===== src/rtl/ace_snoop_initiator_pkg.sv =====
// Shared ACE snoop definitions: AC_SNOOP opcodes, CR_RESP bit positions and
// the snoop initiator FSM state encoding.
package ace_pkg;

  localparam logic [3:0] SNP_READ_ONCE             = 4'b0000;
  localparam logic [3:0] SNP_READ_SHARED           = 4'b0001;
  localparam logic [3:0] SNP_READ_CLEAN            = 4'b0010;
  localparam logic [3:0] SNP_READ_NOT_SHARED_DIRTY = 4'b0011;
  localparam logic [3:0] SNP_READ_UNIQUE           = 4'b0111;
  localparam logic [3:0] SNP_CLEAN_SHARED          = 4'b1000;
  localparam logic [3:0] SNP_CLEAN_INVALID         = 4'b1001;
  localparam logic [3:0] SNP_MAKE_INVALID          = 4'b1101;

  localparam int CR_DATA_TRANSFER = 0;
  localparam int CR_ERROR         = 1;
  localparam int CR_PASS_DIRTY    = 2;
  localparam int CR_IS_SHARED     = 3;
  localparam int CR_WAS_UNIQUE    = 4;

  typedef enum logic [1:0] {
    ST_IDLE,
    ST_AC_SEND,
    ST_RESP,
    ST_DONE
  } snoop_state_e;

endpackage


===== src/rtl/ace_snoop_initiator_if.sv =====
// Home-agent request/completion plus ACE AC/CR/CD channels of the snoop master.
// master = snoop initiator side, slave = home agent + cache side.
interface ace_snoop_initiator_if #(
  parameter int WIDTH_A    = 32,
  parameter int WIDTH_D    = 32,
  parameter int LINE_BEATS = 4
);
  logic                          req_valid;
  logic                          req_ready;
  logic [WIDTH_A-1:0]            req_addr;
  logic [3:0]                    req_snoop;
  logic [2:0]                    req_prot;
  logic                          AC_VALID;
  logic                          AC_READY;
  logic [WIDTH_A-1:0]            AC_ADDR;
  logic [3:0]                    AC_SNOOP;
  logic [2:0]                    AC_PROT;
  logic                          CR_VALID;
  logic                          CR_READY;
  logic [4:0]                    CR_RESP;
  logic                          CD_VALID;
  logic                          CD_READY;
  logic [WIDTH_D-1:0]            CD_DATA;
  logic                          CD_LAST;
  logic                          done_valid;
  logic                          done_ready;
  logic [4:0]                    done_resp;
  logic [WIDTH_D*LINE_BEATS-1:0] done_data;
  logic                          done_data_valid;
  logic                          done_err;

  modport master (
    input  req_valid, req_addr, req_snoop, req_prot, AC_READY,
           CR_VALID, CR_RESP, CD_VALID, CD_DATA, CD_LAST, done_ready,
    output req_ready, AC_VALID, AC_ADDR, AC_SNOOP, AC_PROT, CR_READY,
           CD_READY, done_valid, done_resp, done_data, done_data_valid, done_err
  );

  modport slave (
    output req_valid, req_addr, req_snoop, req_prot, AC_READY,
           CR_VALID, CR_RESP, CD_VALID, CD_DATA, CD_LAST, done_ready,
    input  req_ready, AC_VALID, AC_ADDR, AC_SNOOP, AC_PROT, CR_READY,
           CD_READY, done_valid, done_resp, done_data, done_data_valid, done_err
  );
endinterface


===== src/rtl/ace_snoop_initiator_cd_line_collector.sv =====
// Assembles CD beats into one cache line and flags LAST protocol violations.
// Beat counter saturates at the final slot; overflow beats are drained, not stored.
module ace_cd_line_collector #(
  parameter int WIDTH_D    = 32,
  parameter int LINE_BEATS = 4
) (
  input  logic                          clk,
  input  logic                          rst,
  input  logic                          clear,
  input  logic                          beat_fire,
  input  logic [WIDTH_D-1:0]            cd_data,
  input  logic                          cd_last,
  output logic                          cd_done,
  output logic                          any_beat,
  output logic                          err,
  output logic [WIDTH_D*LINE_BEATS-1:0] line
);
  localparam int CW = $clog2(LINE_BEATS);
  localparam logic [CW-1:0] LAST_IDX = CW'(LINE_BEATS - 1);

  logic [CW-1:0]                 beat_cnt_q, beat_cnt_d;
  logic                          full_q, full_d;
  logic                          cd_done_q, cd_done_d;
  logic                          any_beat_q, any_beat_d;
  logic                          err_q, err_d;
  logic [WIDTH_D*LINE_BEATS-1:0] line_q, line_d;

  always_comb begin
    beat_cnt_d = beat_cnt_q;
    full_d     = full_q;
    cd_done_d  = cd_done_q;
    any_beat_d = any_beat_q;
    err_d      = err_q;
    line_d     = line_q;
    if (clear) begin
      beat_cnt_d = '0;
      full_d     = 1'b0;
      cd_done_d  = 1'b0;
      any_beat_d = 1'b0;
      err_d      = 1'b0;
      line_d     = '0;
    end else if (beat_fire) begin
      any_beat_d = 1'b1;
      if (!full_q) line_d[int'(beat_cnt_q)*WIDTH_D +: WIDTH_D] = cd_data;
      if (cd_last) begin
        cd_done_d = 1'b1;
        if (!full_q && beat_cnt_q != LAST_IDX) err_d = 1'b1;
      end else if (!full_q) begin
        // Last slot filled without LAST: stop storing, keep draining until LAST.
        if (beat_cnt_q == LAST_IDX) begin
          full_d = 1'b1;
          err_d  = 1'b1;
        end else begin
          beat_cnt_d = beat_cnt_q + 1'b1;
        end
      end
    end
  end

  always_ff @(posedge clk or posedge rst) begin
    if (rst) begin
      beat_cnt_q <= '0;
      full_q     <= 1'b0;
      cd_done_q  <= 1'b0;
      any_beat_q <= 1'b0;
      err_q      <= 1'b0;
      line_q     <= '0;
    end else begin
      beat_cnt_q <= beat_cnt_d;
      full_q     <= full_d;
      cd_done_q  <= cd_done_d;
      any_beat_q <= any_beat_d;
      err_q      <= err_d;
      line_q     <= line_d;
    end
  end

  assign cd_done  = cd_done_q;
  assign any_beat = any_beat_q;
  assign err      = err_q;
  assign line     = line_q;
endmodule


===== src/rtl/ace_snoop_initiator.sv =====
// ACE snoop master: issues one AC snoop, gathers CR and the optional CD line,
// then presents a single completion record until the home agent accepts it.
module ace_snoop_initiator
  import ace_pkg::*;
#(
  parameter int WIDTH_A    = 32,
  parameter int WIDTH_D    = 32,
  parameter int LINE_BEATS = 4
) (
  input logic                   clk,
  input logic                   rst,
  ace_snoop_initiator_if.master bus
);
  snoop_state_e       state_q, state_d;
  logic [WIDTH_A-1:0] ac_addr_q, ac_addr_d;
  logic [3:0]         ac_snoop_q, ac_snoop_d;
  logic [2:0]         ac_prot_q, ac_prot_d;
  logic [4:0]         resp_q, resp_d;
  logic               cr_got_q, cr_got_d;

  logic cr_ready, cd_ready, cr_fire, cd_fire, clear, resp_exit, err;
  logic cd_done, any_beat, coll_err;
  logic [WIDTH_D*LINE_BEATS-1:0] line;

  assign cr_ready = (state_q == ST_RESP) && !cr_got_q;
  assign cd_ready = (state_q == ST_RESP) && !cd_done;
  assign cr_fire  = bus.CR_VALID && cr_ready;
  assign cd_fire  = bus.CD_VALID && cd_ready;

  // Data beats without DataTransfer must be drained to LAST before completing.
  assign resp_exit = cr_got_q && (cd_done || (!resp_q[CR_DATA_TRANSFER] && !any_beat));
  assign err       = coll_err || (cr_got_q && !resp_q[CR_DATA_TRANSFER] && any_beat);

  always_comb begin
    state_d    = state_q;
    ac_addr_d  = ac_addr_q;
    ac_snoop_d = ac_snoop_q;
    ac_prot_d  = ac_prot_q;
    resp_d     = resp_q;
    cr_got_d   = cr_got_q;
    clear      = 1'b0;
    case (state_q)
      ST_IDLE: begin
        if (bus.req_valid) begin
          ac_addr_d  = bus.req_addr;
          ac_snoop_d = bus.req_snoop;
          ac_prot_d  = bus.req_prot;
          resp_d     = '0;
          cr_got_d   = 1'b0;
          clear      = 1'b1;
          state_d    = ST_AC_SEND;
        end
      end
      ST_AC_SEND: if (bus.AC_READY) state_d = ST_RESP;
      ST_RESP: begin
        if (cr_fire) begin
          resp_d   = bus.CR_RESP;
          cr_got_d = 1'b1;
        end
        if (resp_exit) state_d = ST_DONE;
      end
      ST_DONE: if (bus.done_ready) state_d = ST_IDLE;
      default: state_d = ST_IDLE;
    endcase
  end

  always_ff @(posedge clk or posedge rst) begin
    if (rst) begin
      state_q    <= ST_IDLE;
      ac_addr_q  <= '0;
      ac_snoop_q <= '0;
      ac_prot_q  <= '0;
      resp_q     <= '0;
      cr_got_q   <= 1'b0;
    end else begin
      state_q    <= state_d;
      ac_addr_q  <= ac_addr_d;
      ac_snoop_q <= ac_snoop_d;
      ac_prot_q  <= ac_prot_d;
      resp_q     <= resp_d;
      cr_got_q   <= cr_got_d;
    end
  end

  ace_cd_line_collector #(
    .WIDTH_D    (WIDTH_D),
    .LINE_BEATS (LINE_BEATS)
  ) u_collector (
    .clk       (clk),
    .rst       (rst),
    .clear     (clear),
    .beat_fire (cd_fire),
    .cd_data   (bus.CD_DATA),
    .cd_last   (bus.CD_LAST),
    .cd_done   (cd_done),
    .any_beat  (any_beat),
    .err       (coll_err),
    .line      (line)
  );

  assign bus.req_ready       = (state_q == ST_IDLE);
  assign bus.AC_VALID        = (state_q == ST_AC_SEND);
  assign bus.AC_ADDR         = ac_addr_q;
  assign bus.AC_SNOOP        = ac_snoop_q;
  assign bus.AC_PROT         = ac_prot_q;
  assign bus.CR_READY        = cr_ready;
  assign bus.CD_READY        = cd_ready;
  assign bus.done_valid      = (state_q == ST_DONE);
  assign bus.done_resp       = resp_q;
  assign bus.done_data       = line;
  assign bus.done_data_valid = resp_q[CR_DATA_TRANSFER] && cd_done && !err;
  assign bus.done_err        = err;
endmodule


===== src/flat_wrapper.sv =====
// flat-port wrapper written by rule: the top's interface ports become plain ports
module ace_snoop_initiator_flat import ace_pkg::*;
#(
  parameter int WIDTH_A    = 32,
  parameter int WIDTH_D    = 32,
  parameter int LINE_BEATS = 4
)
  (clk, rst, bus_req_valid, bus_req_addr, bus_req_snoop, bus_req_prot, bus_AC_READY, bus_CR_VALID, bus_CR_RESP, bus_CD_VALID, bus_CD_DATA, bus_CD_LAST, bus_done_ready, bus_req_ready, bus_AC_VALID, bus_AC_ADDR, bus_AC_SNOOP, bus_AC_PROT, bus_CR_READY, bus_CD_READY, bus_done_valid, bus_done_resp, bus_done_data, bus_done_data_valid, bus_done_err);
  ace_snoop_initiator_if #(.WIDTH_A(WIDTH_A), .WIDTH_D(WIDTH_D), .LINE_BEATS(LINE_BEATS)) bus_i ();
  input logic clk;
  input logic rst;
  input wire logic [$bits(bus_i.req_valid)-1:0] bus_req_valid;
  input wire logic [$bits(bus_i.req_addr)-1:0] bus_req_addr;
  input wire logic [$bits(bus_i.req_snoop)-1:0] bus_req_snoop;
  input wire logic [$bits(bus_i.req_prot)-1:0] bus_req_prot;
  input wire logic [$bits(bus_i.AC_READY)-1:0] bus_AC_READY;
  input wire logic [$bits(bus_i.CR_VALID)-1:0] bus_CR_VALID;
  input wire logic [$bits(bus_i.CR_RESP)-1:0] bus_CR_RESP;
  input wire logic [$bits(bus_i.CD_VALID)-1:0] bus_CD_VALID;
  input wire logic [$bits(bus_i.CD_DATA)-1:0] bus_CD_DATA;
  input wire logic [$bits(bus_i.CD_LAST)-1:0] bus_CD_LAST;
  input wire logic [$bits(bus_i.done_ready)-1:0] bus_done_ready;
  output wire logic [$bits(bus_i.req_ready)-1:0] bus_req_ready;
  output wire logic [$bits(bus_i.AC_VALID)-1:0] bus_AC_VALID;
  output wire logic [$bits(bus_i.AC_ADDR)-1:0] bus_AC_ADDR;
  output wire logic [$bits(bus_i.AC_SNOOP)-1:0] bus_AC_SNOOP;
  output wire logic [$bits(bus_i.AC_PROT)-1:0] bus_AC_PROT;
  output wire logic [$bits(bus_i.CR_READY)-1:0] bus_CR_READY;
  output wire logic [$bits(bus_i.CD_READY)-1:0] bus_CD_READY;
  output wire logic [$bits(bus_i.done_valid)-1:0] bus_done_valid;
  output wire logic [$bits(bus_i.done_resp)-1:0] bus_done_resp;
  output wire logic [$bits(bus_i.done_data)-1:0] bus_done_data;
  output wire logic [$bits(bus_i.done_data_valid)-1:0] bus_done_data_valid;
  output wire logic [$bits(bus_i.done_err)-1:0] bus_done_err;
  assign bus_i.req_valid = bus_req_valid;
  assign bus_i.req_addr = bus_req_addr;
  assign bus_i.req_snoop = bus_req_snoop;
  assign bus_i.req_prot = bus_req_prot;
  assign bus_i.AC_READY = bus_AC_READY;
  assign bus_i.CR_VALID = bus_CR_VALID;
  assign bus_i.CR_RESP = bus_CR_RESP;
  assign bus_i.CD_VALID = bus_CD_VALID;
  assign bus_i.CD_DATA = bus_CD_DATA;
  assign bus_i.CD_LAST = bus_CD_LAST;
  assign bus_i.done_ready = bus_done_ready;
  assign bus_req_ready = bus_i.req_ready;
  assign bus_AC_VALID = bus_i.AC_VALID;
  assign bus_AC_ADDR = bus_i.AC_ADDR;
  assign bus_AC_SNOOP = bus_i.AC_SNOOP;
  assign bus_AC_PROT = bus_i.AC_PROT;
  assign bus_CR_READY = bus_i.CR_READY;
  assign bus_CD_READY = bus_i.CD_READY;
  assign bus_done_valid = bus_i.done_valid;
  assign bus_done_resp = bus_i.done_resp;
  assign bus_done_data = bus_i.done_data;
  assign bus_done_data_valid = bus_i.done_data_valid;
  assign bus_done_err = bus_i.done_err;
  ace_snoop_initiator #(.WIDTH_A(WIDTH_A), .WIDTH_D(WIDTH_D), .LINE_BEATS(LINE_BEATS)) u_core (.clk(clk), .rst(rst), .bus(bus_i));
endmodule

===== config.mk =====
export PLATFORM = sky130hd
export DESIGN_NAME = ace_snoop_initiator_flat
export DESIGN_NICKNAME = d
export VERILOG_FILES = /design/src/rtl/ace_snoop_initiator_pkg.sv /design/src/rtl/ace_snoop_initiator_if.sv /design/src/rtl/ace_snoop_initiator_cd_line_collector.sv /design/src/rtl/ace_snoop_initiator.sv /design/src/flat_wrapper.sv
export SDC_FILE = /design/constraint.sdc
export NUM_CORES = 1
export LEC_CHECK = 0
export BUFFER_PORTS_ARGS = -buffer_cell sky130_fd_sc_hd__buf_2
export CAP_MARGIN = 20
export CORE_MARGIN = 8
export CORE_UTILIZATION = 35
export CTS_CLUSTER_SIZE = 14
export DETAILED_ROUTE_END_ITERATION = 7
export GPL_TIMING_DRIVEN = 0
export MAX_ROUTING_LAYER = met4
export PLACE_DENSITY = 0.61
export SYNTH_ARGS = -nofsm -noshare
export SYNTH_HDL_FRONTEND = slang
export SYNTH_SLANG_ARGS = --single-unit

===== constraint.sdc =====
create_clock -name clk -period 5.7 [get_ports clk]
set_input_delay 0.285 -clock clk [delete_from_list [all_inputs] [get_ports clk]]
set_output_delay 0.285 -clock clk [all_outputs]
set_load 0.03 [all_outputs]

Yosys cells after proc, flatten, opt, wreduce, memory -nomap -nowiden

Index checks and enable logic that the tools add are counted.

Register bits after elaboration: 181
Latch bits: 0
Memory bits (writable): 0
Bits in read-only memories: 0
Bits of input ports: 84
Output and inout bits: 179
Word-level logic and storage cells: 101
Memories kept: 0

$add $sub $neg: 2
Multipliers: 0
Divide/modulo/power cells: 0
Order comparisons: 0
Eq/ne operators: 15
Shift operators: 2
Mux-type cells: 38
Bitwise operators: 0
Reduce and logical (&&, ||, !) cells: 32

Operator list:

| kind                      | number |
|---|---|
| $mux 128                  | 3 |
| $bwmux 128                | 1 |
| $shift 32x33->128 const A | 1 |
| $shiftx 32x33->128        | 1 |
| $neg 7->33                | 1 |
| $mux 1                    | 20 |
| $mux 2                    | 9 |
| $reduce_and 4->1          | 3 |
| $logic_and 1x1->1         | 11 |
| $mux 5                    | 2 |
| $ne 2x1->1 const B        | 5 |
| $pmux 5 s2                | 1 |
| $ne 2x2->1 const B        | 4 |
| $pmux 2 s4                | 1 |
| $reduce_and 2->1          | 4 |
| $eq 2x2->1 const B        | 3 |
| $logic_not 1->1           | 6 |
| $reduce_bool 2->1         | 3 |
| $ne 3x1->1 const B        | 1 |
| $ne 3x2->1 const B        | 1 |
| $reduce_and 3->1          | 1 |
| $reduce_bool 3->1         | 1 |
| $add 2x1->2 const B       | 1 |
| $eq 2x1->1 const B        | 1 |
| other kinds (3)           | 4 |

Logic depth before layout (Yosys ltp)

Gate-level depths: netlist of run 1.

Depth in word-level cells: 6
Gate-level depth with buffers: 8
Depth with buffers taken out: 6

By module

Synthesis of run 1 repeated with hierarchy kept, for this count alone.

Cells, all modules: 632
Area total of the unflattened synthesis: 7722.4 um2

By module, submodules not included:

| module                | times used | cells an instance | area an instance (um2) | sequential area each (um2) |
|---|---|---|---|---|
| ace_cd_line_collector | 1          | 496               | 5771.8                 | 3353.2 |
| ace_snoop_initiator   | 1          | 136               | 1950.6                 | 1176.1 |

Worst setup path after synthesis of run 1

No wires, ideal clock.

Path kind: register -> register
Start: reg u_core.state_q[0]
End: reg u_core.state_q[1]
Setup time: 0.128 ns
Arrival time: 1.800 ns
Required time: 5.572 ns
Path slack: 3.773 ns
Stages on the path, launching flop included: 7
Buffers on the path: 0
Clock period less this slack: 1.927 ns
Cells stage by stage: dfrtp_1 -> inv_1 -> ha_1 -> nor2b_1 -> o21ai_1 -> nor4b_2 -> mux2_1

Word-level cells in the longest chain between the ends: 3
Elaborated cells on any way between the ends: 10
Classes of those cells: 7 x eq/ne; 1 x mux; 2 x reduce/logical

RTL lines:

| element                                                          | line                      | RTL |
|---|---|---|
| from (decl)                                                      | ace_snoop_initiator.sv:14 | `snoop_state_e state_q, state_d;` |
| from (signal assigned)                                           | ace_snoop_initiator.sv:76 | `state_q <= state_d;` |
| $eq 2x2->1 (tied with other cells)                               | ace_snoop_initiator.sv:42 | `case (state_q)` |
| $ne 2x1->1 (no source line) / $ne 2x2->1 (equally long branches) | --                        |  |
| $reduce_and 4->1 (no source line)                                | --                        |  |

Parallel ways exist; a longest one is shown, timed or not.
A chain may end at the register's enable or synchronous reset.

Final worst setup path of run 1

Start: reg u_core.u_collector.beat_cnt_q[0]
End: reg u_core.u_collector.line_q[22], in the netlist u_core.u_collector.line[22]

Word-level cells in the longest chain between the ends: 6
Elaborated cells on any way between the ends: 7
Classes of those cells: 1 x add/sub; 2 x shift; 4 x mux

RTL lines:

| element                                                        | line                                        | RTL |
|---|---|---|
| from (decl)                                                    | ace_snoop_initiator_cd_line_collector.sv:21 | `logic [CW-1:0] beat_cnt_q, beat_cnt_d;` |
| from (signal assigned)                                         | ace_snoop_initiator_cd_line_collector.sv:69 | `beat_cnt_q <= beat_cnt_d;` |
| $neg 7->33 (*)                                                 | ace_snoop_initiator_cd_line_collector.sv:44 | `if (!full_q) line_d[int'(beat_cnt_q)*WIDTH_D +: WIDTH_D] = cd_data;` |
| $shiftx 32x33->128 / $shift 32x33->128 (equally long branches) | ace_snoop_initiator_cd_line_collector.sv:44 |  |
| $bwmux 128 (*)                                                 | ace_snoop_initiator_cd_line_collector.sv:44 |  |
| $mux 128 (*)                                                   | ace_snoop_initiator_cd_line_collector.sv:44 |  |
| $mux 128 (*)                                                   | ace_snoop_initiator_cd_line_collector.sv:42 | `end else if (beat_fire) begin` |
| $mux 128 (*)                                                   | ace_snoop_initiator_cd_line_collector.sv:35 | `if (clear) begin` |
| to (signal assigned)                                           | ace_snoop_initiator_cd_line_collector.sv:74 | `line_q <= line_d;` |
| to (decl)                                                      | ace_snoop_initiator_cd_line_collector.sv:26 | `logic [WIDTH_D*LINE_BEATS-1:0] line_q, line_d;` |

Every way passes the cells marked *; elsewhere a longest branch is shown, timed or not. The select of a mux whose other input is x is not followed.

==> metrics.txt, run 1 <==
RSZ-0062 raised after global routing=false; setup bufs post-CTS=0; Worst Setup End Kind=flop; area grow syn2layout=30.4%; Fin. Hold Viols=0; Cell Rows=53; clk slew on worst S/H paths=80 ps; PnR worst setup slack=3220 ps; via count=6,404; Seq/Total Area, Yosys=60.9%; Vias/cell=5.03; worst path required time=6050 ps; slew at the pin closest to its max-slew limit=831 ps; ANT cells=0; largest net degree at the start of global routing=111; Fmax achieved=403 MHz; max-cap violations=0; Final Critical Period=2480 ps; Initial DRT Pass Iterations=5; post-layout instance area=0.00971 mm^2; share of cells above drive strength 1=34.5%; Synth Register Bits=181; initial antenna violation count=0; post-route total power=0.00479 W; Slew headroom=44.5%; Post-Place Worst Slack=3130 ps; H-tree depth=4; placed insts=1,239; critical path class=reg -> reg; most frequent cells in the layout=buf_2 (284), nand2_1 (199), dfrtp_1 (181); Clock Latency Late Sink=430 ps; Synth Warn #=0; max-slew violations=0; fin cells=1,272; fin crit share=43.5%; DRT Wirelength=24,800 um; DIE HEIGHT=162 um; Mapped Cells=701; Synth Net Count=796; die area=0.0262 mm^2; register area=0.00453 mm^2; Initial DRC Count=384; CTS Root Cell=clkbuf_16; setup TNS=0 ps; CP startpoint kind=flop; Buffers on Ports=262; CORE AREA=0.0210 mm^2; final setup fails=0; worst path arrival time=2830 ps; residual DRC count=0; area of the multi-input gates=0.00257 mm^2; placed inst area=0.00913 mm^2; FILL cells=2,049; cts bufs inserted=17; # nets final=1,079; Initial Util=35.5%; syn avg cell area=10.6 um^2; skew final=13.5 ps; maximum VDD drop=0.000216 V; post-route ant nets=0; Pwr Density=493 mW/mm^2; Post-Synthesis Cell Area=0.00744 mm^2; first-pass GRT wire length=38,500 um; CP max FO=10; status=complete, no violations; CTS tree=built; global-route usage over all layers=19.3%; I/O pins=263; GP Congestion=0.774; CTS Sinks=181; post-CTS sizing=0; Longest Clk Path Bufs=2; Synth cell types=36; wire length per cell=19.5 um; DP HPWL=18,100 um; P_leak=5.12 nW; most common cell after layout, fill and taps aside=buf_2; vias in the first global route=6,561; HP Class=in -> reg; total global routing overflow=0; Hold-fix buffers, CTS=1; Chip Width=162 um
==> area by class of cell <==
type	instances	area share [%]
Multi-Input combinational cell	451	26.5
Clock buffer	17	4.38
Inverter	8	0.387
Sequential cell	181	46.7
Timing Repair Buffer	264	13.9
Tap cell	275	3.54
Buffer	61	3.18
Clock inverter	15	1.42
==> critical path, stage by stage (launching register included) <==
cell and delay [ps]:
dfrtp_1 480, inv_2 140, ha_1 390, nor3b_1 700, buf_2 440, nand3_2 100
a21oi_1 160
==> report_power, final <==
part	internal (W)	switching, W	total, W
Combinational	0.000512	0.00141	0.00192
Sequential	0.00157	0.000164	0.00173
Clock	0.000579	0.000555	0.00113
Total	0.00266	0.00213	0.00479
==> stage by stage <==
| stage | util (%) | hold WS [ps] |
|---|---|---|
| after floorplan | - | 390 |
| after detailed placement | 43.6 | 379 |
| after CTS | 46.3 | 19.1 |
| final | 46.3 | 40.7 |
| after global routing | 46.3 | 28.5 |
| after global placement | 43.4 | 454 |
==> state kept, by name (all words and copies together), names as in the netlist <==
name                           count
u_core.bus.AC_ADDR                32
u_core.bus.AC_SNOOP                4
u_core.u_collector.cd_done         1
u_core.cr_got_q                    1
u_core.state_q                     2
u_core.u_collector.full_q          1
u_core.u_collector.err             1
u_core.bus.done_resp               5
u_core.u_collector.any_beat        1
u_core.u_collector.line          128
u_core.u_collector.beat_cnt_q      2
u_core.bus.AC_PROT                 3
==> per-layer routing <==
metal  vias to the layer above  track usage [%]  routed length [um]
met4                         0             4.88                 257
met3                        18             5.04                1760
li1                       3033                -                   -
met5                         -                -                   0
met2                       203             29.9               11700
met1                      3150             24.9               11100
==> cell usage after synthesis <==
cell type / instances / area, um^2
nand3_1: 25 / 125
nand2_2: 2 / 12.5
a31oi_1: 1 / 6.26
a32o_1: 62 / 621
nand2_1: 199 / 747
clkbuf_1: 26 / 97.6
o21bai_1: 1 / 7.51
nor4b_2: 1 / 15.0
and2_1: 2 / 12.5
xor2_1: 1 / 8.76
nand3_2: 10 / 100
buf_6: 6 / 67.6
and3b_1: 1 / 8.76
inv_1: 7 / 26.3
nor3b_1: 1 / 7.51
dfrtp_1: 181 / 4530
a21oi_1: 67 / 335
a211o_1: 1 / 8.76
o21ai_0: 2 / 10.0
nor2_1: 10 / 37.5
nand2b_1: 1 / 6.26
mux2_1: 2 / 22.5
nor4b_4: 1 / 23.8
o22ai_1: 1 / 6.26
o21ai_1: 6 / 30.0
inv_2: 1 / 3.75
xnor2_1: 1 / 8.76
and4bb_4: 1 / 16.3
nor2b_1: 4 / 25.0
buf_1: 5 / 18.8
mux2i_1: 1 / 10.0
buf_4: 2 / 15.0
nor2_2: 2 / 12.5
nand4_1: 34 / 213
ha_1: 11 / 138
buf_2: 22 / 110
==> worst paths after layout <==
check	start	end	slack, ps	cells after the start
setup / recovery	u_core.u_collector.beat_cnt_q[0]	u_core.u_collector.line[22]	3220	6
hold / removal	bus_req_addr[7]	u_core.bus.AC_ADDR[7]	40	3
setup reg to reg	u_core.u_collector.beat_cnt_q[0]	u_core.u_collector.line[22]	3220	6
hold reg to reg	u_core.bus.AC_ADDR[27]	u_core.bus.AC_ADDR[27]	470	2
max in group asynchronous	rst	u_core.u_collector.line[101]	4270	4
min in group asynchronous	rst	u_core.bus.AC_ADDR[28]	450	3
==> logic make-up (layout without fill, tap and decap cells) <==
logic type      count (synthesis)  count (layout)  synth area share [%]
fa+ha+maj                      11              11                  1.85
mux                             3               3                 0.437
simple gates                  294             294                  18.3
buf+inv                        69             365                  4.56
compound gates                141             141                  13.8
xor+xnor                        2               2                 0.235
flops                         181             181                  60.9
Note: power is estimated with default switching activity, not from simulation.
==> run 2, diff against run 1 <==
ABC_AREA = 1   (was unset)
clock period = 2.2 ns   (was 5.7 ns; I/O delays follow)
==> run 2 against run 1 <==
Sequential share of layout area shrank 7.5 points. Wire length rose by 25%. Worst hold slack worse by 8.5 ps. Clock skew increased by 2.5 ps. Critical endpoint is now u_core.u_collector.line[72]. Cell count up 40%. Synthesized area grew 17%. Via count rose by 31%. Largest cell class unchanged.
==> metrics.txt, run 2 <==
Post-Place Worst Slack=-0.840 ps (was 3130 ps); number of synthesized flops with an enable pin=0 (unchanged); Mapped Cells=1,113 (was 701); CORE AREA=0.0243 mm^2 (was 0.0210 mm^2); Fmax achieved=483 MHz (was 403 MHz); I/O pins=263 (unchanged); largest cells by area after synthesis=dfrtp_1 (52%), nand2_1 (20%), nand3_1 (10%) (was dfrtp_1 (61%), nand2_1 (10%), a32o_1 (8.3%)); Synth area leader=dfrtp_1 (unchanged); Chip Width=173 um (was 162 um); Slew headroom=54.0% (was 44.5%); residual DRC count=0 (unchanged); H-tree depth=4 (unchanged); setup TNS=0 ps (unchanged); most frequent cells in the layout=nand2_1 (467), buf_2 (296), dfrtp_1 (181) (was buf_2 (284), nand2_1 (199), dfrtp_1 (181)); GP Congestion=0.999 (was 0.774); placed insts=1,703 (was 1,239); initial antenna violation count=1 (was 0); most common cell in the netlist=nand2_1 (unchanged); Initial DRC Count=594 (was 384); CP max FO=10 (unchanged); final setup fails=0 (unchanged); Fin. Hold Viols=0 (unchanged); Synth cell types=23 (was 36); share of cells above drive strength 1=26.1% (was 34.5%); Synth Net Count=1,208 (was 796); CTS Root Cell=clkbuf_16 (unchanged); worst path arrival time=2440 ps (was 2830 ps); via count=8,421 (was 6,404); vias in the first global route=8,717 (was 6,561); largest net degree at the start of global routing=43 (was 111); max-cap violations=0 (unchanged); CP endpoint=u_core.u_collector.line[72] (was u_core.u_collector.line[22]); total global routing overflow=0 (unchanged); Synth top area share=52.2% (was 60.9%); critical path class=reg -> reg (unchanged); Initial DRT Pass Iterations=5 (unchanged); CP startpoint kind=flop (unchanged); Synth Warn #=0 (unchanged); Worst Setup End Kind=flop (unchanged); first-pass GRT wire length=48,400 um (was 38,500 um); CP Launch Point=u_core.u_collector.beat_cnt_q[0] (unchanged); P_leak=6.60 nW (was 5.12 nW); fin cells=1,782 (was 1,272); worst r2r path cells=8 (was 6); list of most frequent post-synthesis cells=nand2_1 (468), dfrtp_1 (181), nand3_1 (179) (was nand2_1 (199), dfrtp_1 (181), a21oi_1 (67)); slew at the pin closest to its max-slew limit=688 ps (was 831 ps); CTS tree=built (unchanged); post-route ant nets=0 (unchanged); FILL cells=2,413 (was 2,049); Post-synth ARST share=100% (unchanged); clk slew on worst S/H paths=70 ps (was 80 ps); DP HPWL=23,500 um (was 18,100 um); worst reg2reg setup slack=130 ps (was 3220 ps); wire length per cell=17.3 um (was 19.5 um); HP Class=in -> reg (unchanged); most common cell after layout, fill and taps aside=nand2_1 (was buf_2); DRT Wirelength=30,900 um (was 24,800 um); global-route usage over all layers=21.1% (was 19.3%); Buffers on Ports=262 (unchanged); PnR worst setup slack=128 ps (was 3220 ps); Vias/cell=4.73 (was 5.03); ys flop type=dfrtp_1 (unchanged); Final Critical Period=2070 ps (was 2480 ps); Cell Rows=57 (was 53); Worst Hold Path Cells=5 (was 3); Seq/Total Area, Yosys=52.2% (was 60.9%); max reg flops=128 (unchanged); r2r startpoint=u_core.u_collector.beat_cnt_q[0] (unchanged); # nets final=1,539 (was 1,079); cts bufs inserted=17 (unchanged); maximum VDD drop=0.000662 V (was 0.000216 V); DIE HEIGHT=173 um (was 162 um); FF-to-FF End=u_core.u_collector.line[72] (was u_core.u_collector.line[22]); Longest Clk Path Bufs=2 (unchanged); Initial Util=35.7% (was 35.5%); Synth Register Bits=181 (unchanged); post-route total power=0.0156 W (was 0.00479 W); worst path required time=2570 ps (was 6050 ps); Post-Synthesis Cell Area=0.00868 mm^2 (was 0.00744 mm^2); Clock Latency Late Sink=440 ps (was 430 ps); syn avg cell area=7.80 um^2 (was 10.6 um^2); status=complete, no violations (unchanged); die area=0.0301 mm^2 (was 0.0262 mm^2); Pwr Density=1350 mW/mm^2 (was 493 mW/mm^2); skew final=16.0 ps (was 13.5 ps); area grow syn2layout=33.4% (was 30.4%); max-slew violations=0 (unchanged); fin crit share=94.2% (was 43.5%); CTS Sinks=181 (unchanged)
run 2: how the worst min path moves through the flow:
stage                                  end  slack [ps]              from
2_1_floorplan        u_core.bus.AC_ADDR[0]         220   bus_req_addr[0]
3_3_place_gp        u_core.bus.AC_ADDR[11]         300  bus_req_addr[11]
3_5_place_dp             u_core.state_q[0]         250               rst
4_1_cts        u_core.u_collector.line[81]          20   bus_CD_DATA[17]
5_1_grt        u_core.u_collector.line[81]          30   bus_CD_DATA[17]
6_report       u_core.u_collector.line[81]          30   bus_CD_DATA[17]
run 2: worst max-delay path, cell delays in order (launching register included):
cell,delay (ps)
dfrtp_1,400
buf_2,190
inv_1,140
ha_1,430
buf_2,270
nand3_2,220
nor3_1,190
nand2_1,100
nand2_1,70
run 2: logic make-up after synthesis:
| family | synth area share [%] |
|---|---|
| compound gates | 0.807 |
| buf+inv | 6.69 |
| flops | 52.2 |
| fa+ha+maj | 1.59 |
| simple gates | 38.7 |
run 2: per-layer routing:
| layer | up-vias | track usage (%) | routed length (um) | part of all wire (%) |
|---|---|---|---|---|
| met4 | 0 | 7.80 | 926 | 3.0 |
| li1 | 4165 | - | - | - |
| met2 | 332 | 33.1 | 14200 | 46 |
| met5 | - | - | 0 | 0 |
| met1 | 3868 | 25.8 | 13500 | 44 |
| met3 | 56 | 5.47 | 2250 | 7.3 |
run 2: cell type report:
cell class / instances / area, um^2 / share of cell area, %
flip-flops and latches: 181 / 4530 / 39.1
multi-input cells: 824 / 3590 / 31.0
repair buffers: 314 / 1870 / 16.1
plain buffers: 73 / 462 / 3.99
clock buffers: 19 / 443 / 3.83
well taps: 324 / 405 / 3.50
clock inverters: 13 / 148 / 1.28
inverters: 33 / 128 / 1.10
diodes: 1 / 2.50 / 0.0216
run 2: metrics by stage:
step	cell area (um^2)	util [%]	hold slack, ps
after detailed placement	10500	43.1	246
after global routing	11600	47.6	30.0
after floorplan	8680	-	220
after global placement	10400	42.8	303
final	11600	47.6	32.2
after CTS	11500	47.4	15.4
run 2: power by group:
| group | total (W) | internal [W] | switching, W |
|---|---|---|---|
| registers | 0.00474 | 0.00420 | 0.000536 |
| clock network | 0.00315 | 0.00172 | 0.00142 |
| logic | 0.00772 | 0.00217 | 0.00555 |
| total | 0.0156 | 0.00809 | 0.00751 |
run 2: repair_timing:
action / CTS / global route
gates cloned: 0 / 0
gates resized for setup: 1 / 18
hold buffers: 47 / 0
buffers inserted: 0 / 1
endpoints found under the hold margin: 68 / 0
endpoints found under the setup margin: 5 / 76
pin swaps: 0 / 0
